===== src/rtl/fwd_hazard_ctrl.sv =====
// Forwarding-select and load-use hazard controller for a 5-stage in-order pipeline.
// Optional macro FWD_WB_EN enables forwarding from the MEM/WB result (select 10); without it MEM producers stall.
module fwd_hazard_ctrl #(
  parameter int REG_AW = 5,
  parameter int CNT_W  = 16
) (
  input  logic              clk,
  input  logic              rst,
  input  logic              id_valid,
  input  logic [REG_AW-1:0] id_rs,
  input  logic [REG_AW-1:0] id_rt,
  input  logic              id_rs_used,
  input  logic              id_rt_used,
  input  logic [REG_AW-1:0] id_rd,
  input  logic              id_we,
  input  logic              id_is_load,
  input  logic              ex_flush,
  output logic              stall,
  output logic [1:0]        sel_a,
  output logic [1:0]        sel_b,
  output logic [CNT_W-1:0]  stall_count
);

  typedef struct packed {
    logic              valid;
    logic [REG_AW-1:0] rd;
    logic              we;
    logic              is_load;
  } stage_t;

  localparam logic [1:0] SEL_RF  = 2'b00;
  localparam logic [1:0] SEL_EXM = 2'b01;
  localparam logic [1:0] SEL_MWB = 2'b10;

  stage_t ex_q, mem_q, wb_q;
  stage_t id_s;

  logic       ex_a, ex_b, mem_a, mem_b;
  logic       load_hit, mem_wait, issue;
  logic [1:0] fwd_a, fwd_b;

  // Register 0 is hard-wired to zero, so it can never be a real producer.
  function automatic logic writes(input stage_t s, input logic [REG_AW-1:0] r);
    return s.valid && s.we && (s.rd == r) && (r != '0);
  endfunction

  // NOTE: every always_comb output gets a default first so no path can infer a latch.
  always_comb begin
    id_s     = '{valid: id_valid, rd: id_rd, we: id_we, is_load: id_is_load};
    ex_a     = id_rs_used && writes(ex_q, id_rs);
    ex_b     = id_rt_used && writes(ex_q, id_rt);
    mem_a    = id_rs_used && writes(mem_q, id_rs);
    mem_b    = id_rt_used && writes(mem_q, id_rt);
    load_hit = (ex_a || ex_b) && ex_q.is_load;
    mem_wait = 1'b0;
    fwd_a    = SEL_RF;
    fwd_b    = SEL_RF;
`ifdef FWD_WB_EN
    if (ex_a && !ex_q.is_load) fwd_a = SEL_EXM;
    else if (mem_a)            fwd_a = SEL_MWB;
    if (ex_b && !ex_q.is_load) fwd_b = SEL_EXM;
    else if (mem_b)            fwd_b = SEL_MWB;
`else
    // Without the MEM/WB path a MEM producer is waited out until it reaches WB,
    // unless a younger EX producer of the same register already supplies the value.
    mem_wait = (mem_a && !ex_a) || (mem_b && !ex_b);
    if (ex_a && !ex_q.is_load) fwd_a = SEL_EXM;
    if (ex_b && !ex_q.is_load) fwd_b = SEL_EXM;
`endif
    stall = !rst && id_valid && !ex_flush && (load_hit || mem_wait);
    issue = id_valid && !ex_flush && !stall;
  end

  // NOTE: state is updated with non-blocking assignments; reset clears tracking, selects and counter together.
  always_ff @(posedge clk) begin
    if (rst) begin
      ex_q        <= '0;
      mem_q       <= '0;
      wb_q        <= '0;
      sel_a       <= SEL_RF;
      sel_b       <= SEL_RF;
      stall_count <= '0;
    end else begin
      wb_q  <= mem_q;
      mem_q <= ex_q;
      ex_q  <= issue ? id_s : '0;
      sel_a <= issue ? fwd_a : SEL_RF;
      sel_b <= issue ? fwd_b : SEL_RF;
      if (stall && (stall_count != '1)) stall_count <= stall_count + 1'b1;
    end
  end

  // The WB copy is read through the write-before-read register file, so it only needs to stay coherent.
  wb_follows_mem: assert property (@(posedge clk) disable iff (rst)
    wb_q.valid |-> (wb_q == $past(mem_q)));

endmodule


===== config.mk =====
export PLATFORM = sky130hd
export DESIGN_NAME = fwd_hazard_ctrl
export DESIGN_NICKNAME = d
export VERILOG_FILES = /design/src/rtl/fwd_hazard_ctrl.sv
export SDC_FILE = /design/constraint.sdc
export NUM_CORES = 1
export LEC_CHECK = 0
export ABC_AREA = 1
export CORE_UTILIZATION = 46
export DETAILED_ROUTE_END_ITERATION = 8
export GPL_ROUTABILITY_DRIVEN = 0
export PLACE_DENSITY_LB_ADDON = 0.2
export SLEW_MARGIN = 20
export SYNTH_ARGS = -nofsm -noshare
export SYNTH_HDL_FRONTEND = slang
export SYNTH_SLANG_ARGS = --single-unit

===== constraint.sdc =====
create_clock -name clk -period 1.62 [get_ports clk]
set_input_delay 0.324 -clock clk [delete_from_list [all_inputs] [get_ports clk]]
set_output_delay 0.324 -clock clk [all_outputs]
set_load 0.1 [all_outputs]

Word level (Yosys, flattened, before mapping)
Index checks and enable logic that the tools add are counted.

Bits in registers: 35. Input bits: 23. Output and inout port bits: 21. Word-level logic and storage cells: 56.

$add $sub $neg: 1. Eq/ne operators: 5. Mux-type cells: 2. Bitwise logic cells: 1. Reduce and logical (&&, ||, !) cells: 37.

Operators by type and width (count): 1-bit logical AND (25); 5-bit == test (4); 16-bit by 1-bit adder with 16-bit output (second input constant) (1); 16-bit != test (second input constant) (1); 5-bit nonzero test (2); 1-bit logical NOT (6); 1-bit logical OR (3); 1-bit 2-to-1 mux (2); 2-bit OR reduction (1); 1-bit NOT (1).

Depth between registers and ports, before layout
Depth after elaboration: 13. Depth in mapped cells: 15. Mapped depth without buffers: 14.

Least setup slack after synthesis
Ideal clock, no wire load.

Path type: reg-to-reg. Start point: reg stall_count[1]. End point: reg stall_count[1]. Library setup time: 0.118 ns. Arrival time: 2.329 ns. Data required time: 1.502 ns. Setup slack: -0.827 ns. Cell stages (with the launch flop): 12. Path buffers: 1. Clock period less this slack: 2.447 ns. Cells stage by stage: dfxtp_1 ha_1 nand2_1 nor2_2 nand2_2 nor2_4 nand3_2 nand3_4 buf_6 nand2_1 nand2_1 nor2_1.

Cells in the longest elaborated chain, start to end: 2. Elaborated cells between the ends (all ways): 3. Those cells by class: add/sub: 1; eq/ne: 1; reduce/logical: 1.

Ends and longest elaborated chain: start: declaration (RTL line 21) `output logic [CNT_W-1:0] stall_count`; start signal: assignment (RTL line 89) `if (stall && (stall_count != '1)) stall_count <= stall_count + 1'b1;`; parallel branches: the longest is 2 deep, another holds 16-bit by 1-bit adder with 16-bit output.

Parallel ways; which one is timed is not known. A chain may end at the register's enable or synchronous reset.

Final worst setup path
Start point: in id_rt[0]. End point: out stall.

Cells in the longest elaborated chain, start to end: 9. Elaborated cells between the ends (all ways): 16. Those cells by class: eq/ne: 2; reduce/logical: 14.

Ends and longest elaborated chain: start: declaration (RTL line 11) `input logic [REG_AW-1:0] id_rt,`; 5-bit == test (RTL line 44) `return s.valid && s.we && (s.rd == r) && (r != '0);`; 1-bit logical AND (2 in a row) (RTL line 44); 1-bit logical AND (RTL line 51) `ex_b = id_rt_used && writes(ex_q, id_rt);`; 1-bit logical NOT (RTL line 66) `mem_wait = (mem_a && !ex_a) || (mem_b && !ex_b);`; 1-bit logical AND (RTL line 66); 1-bit logical OR (RTL line 66); 1-bit logical OR (*) (RTL line 70) `stall = !rst && id_valid && !ex_flush && (load_hit || mem_wait);`; 1-bit logical AND (*) (RTL line 70); end: declaration (RTL line 18) `output logic stall,`.

Mark *: on every way between the ends. The rest lies on a longest branch, timed or not.

==> flow_summary.yaml <==
final_layout:
  area_growth_pct: 56.0
  fin_util: 0.747
  multiInputGateArea_um2: 1220
  final.fill_count: 315
  stdcell_area_um2: 3250
  fin_cells: 469
  fin_nets: 440
  drive_above_1_share: 0.329
  seqCellArea_um2: 732
  num_antenna_cells: 0
timing:
  hold_violations: 0
  timing.fmax_mhz: 484
  period_needed_ps: 2060
  rsz0062_at_grt: "yes"
  setup_ws_ps: -444
  fin_crit_sh: 1.27
  skew_ps: 7.68
  final_max_slew_viol_count: 0
  setup_viol: 19
clocking:
  cts-htree-levels: 2
  clkSinkCount: 33
  clock-root-buffer: "clkbuf_8"
  cts_buffers: 5
  clk_path_buf_depth: 2
  clock_latency_ps: 290
  cts_tree: "yes"
  path_clk_slew_ps: 70
logic_synthesis:
  yosys-top-cells-area: "dfxtp_1, nand2_1, inv_1, nor2_1, nand4_1"
  netlist_area_um2: 2090
  yosysWarnings: 0
  yosysSeqAreaShare: 0.317
  ys_ff_latch: 33
  synth_top_area_share: 0.317
  syn_area_per_cell_um2: 6.06
  syn_inst: 344
  synth.largest_area_cell: "dfxtp_1"
  synth_cell_types: 28
grt:
  antenna_found_initial: 0
  track_usage: 0.232
  grt_pass1_wl_um: 9090
  grt_overflow: 0
  grt_pass1_vias: 2156
  grt_max_degree: 15
status:
  violations: "setup timing"
  status: "complete, but fails checks"
pwr:
  p_sw_mw: 0.424
  p_sw_frac: 0.265
  report.power.total_mw: 1.60
  p_seq_frac: 0.502
  vdd_drop_max_uv: 394
  leakage_nw: 1.54
  power_density_nw_per_um2: 492
  intPower_mw: 1.18
  pwr-share-clk: 0.375
  p_comb_frac: 0.123
min_path:
  whs_path_depth: 2
  hold_class: "flop to flop"
critical_path:
  reg2reg_depth: 14
  start_kind: "input pin"
  crit_type: "input pin to primary output"
  cp_data_required_time_ps: 1300
  cp_max_fo: 4
  endpoint_kind: "primary output"
  cp.arrival_ps: 1740
die:
  dieHeight_um: 69.3
  start_util: 0.479
  io_pins: 44
  fp.dieW_um: 69.3
  row_count: 24
  die-area_um2: 4810
  core_um2: 4350
routing:
  drc: 0
  dr.first_iter.drc_count: 132
  drt_pass1_iterations: 4
  avgViaCountPerCell: 4.83
  dr_total_vias: 2267
  final_antenna_net_count: 0
  wire_per_inst_um: 11.8
  wl_um: 5530
placement:
  placed_cells: 447
  place_area_um2: 2940
  port_buffers: 41
  hpwl_um: 3650
  dp_slack_ps: -600
flow_run:
  cap_violations: 0
power groups by stage:
stage	combinational (mW)	clock, mW	sequential [mW]
after detailed placement	0.192	0	0.822
after global placement	0.191	0	0.822
final	0.196	0.600	0.804
after floorplan	0.106	0	0.820
after CTS	0.185	0.614	0.804
after global routing	0.214	0.653	0.805
per-layer routing:
metal | up-vias | routed length, um | track usage
met4 | 0 | 118 | 0.102
li1 | 1168 | - | -
met5 | - | 0 | 0
met2 | 58 | 2910 | 0.427
met3 | 11 | 213 | 0.0436
met1 | 1030 | 2290 | 0.258
final cells by class:
type	instances	share of cell area
multi-input cells	231	0.375
clock inverters	2	0.00308
repair buffers	72	0.270
inverters	73	0.0854
flip-flops and latches	33	0.225
clock buffers	6	0.0223
well taps	52	0.0200
state kept, by name, indices dropped and copies added (netlist names):
| register | flops |
|---|---|
| stall_count | 16 |
| sel_a | 1 |
| mem_q | 7 |
| ex_q | 8 |
| sel_b | 1 |
through the flow:
step / hold WS [ps] / setup TNS (ps)
final: 430 / -3010
after global routing: 457 / -5090
after CTS: 431 / -927
after detailed placement: 410 / -12480
after global placement: 406 / -11820
after floorplan: 403 / -1270
path summary, 6_finish.rpt:
check	start	to	slack [ps]
worst max-delay path	id_rt[0]	stall	-440
worst min-delay path	ex_q[7]	mem_q[7]	430
worst max register to register	ex_q[3]	sel_b[0]	-290
worst min register to register	ex_q[7]	mem_q[7]	430
worst max-delay path: stages:
cell and delay [ps]:
dlygate4sd2_1 290, nor2_1 180, nand3_1 130, inv_1 100
nor2_2 50, nand2_2 100, nand2_1 80, nand2_2 90
nand2_4 60, nand2_4 80, clkinvlp_4 90, buf_12 170
timing repair:
item                       in CTS  in global routing
pin swaps                      13                  6
resized for setup              36                 23
setup buffers                   9                  3
hold buffers                    0                  0
setup endpoints to repair      27                 27
gates cloned                    1                  1
cells by family (layout without fill, tap and decap cells):
logic type,Yosys count,count (layout),share of synthesized area
adders and majority gates,1,1,0.00600
xor gates and xnor gates,10,10,0.0420
DFF,33,33,0.317
AOI/OAI and AO/OA,5,5,0.0120
and+or+nand+nor,212,213,0.458
buffers and inverters,82,153,0.164
other,1,2,0.00180
cells in the mapped netlist:
| cell | number |
|---|---|
| nand2_1 | 101 |
| inv_1 | 68 |
| nor2_1 | 60 |
| dfxtp_1 | 33 |
| nand3_1 | 16 |
| nand4_1 | 15 |
| xnor2_1 | 7 |
| inv_2 | 5 |
| a21oi_1 | 3 |
| buf_2 | 3 |
| buf_6 | 3 |
| nand2_2 | 3 |
| xor2_1 | 3 |
| buf_4 | 2 |
| nand3_2 | 2 |
| nand3_4 | 2 |
| nor2_2 | 2 |
| nor2_4 | 2 |
| nor3_1 | 2 |
| nor3_2 | 2 |
| nor4_1 | 2 |
| o21ai_0 | 2 |
| buf_1 | 1 |
| conb_1 | 1 |
| ha_1 | 1 |
| nand2_4 | 1 |
| nand3b_1 | 1 |
| or2_1 | 1 |
cell usage in the layout (no fill, tap or decap), drive strengths merged, types with 4 or more instances in the layout:
master and instances:
nor3 4, clkbuf 9, buf 49, nand2 105, dlygate4sd2 10, inv 72, nand3 21, dfxtp 33
nor2 64, xnor2 7, nand4 15, clkdlybuf4s50 10
No activity file was read; power rests on OpenSTA's default activity.
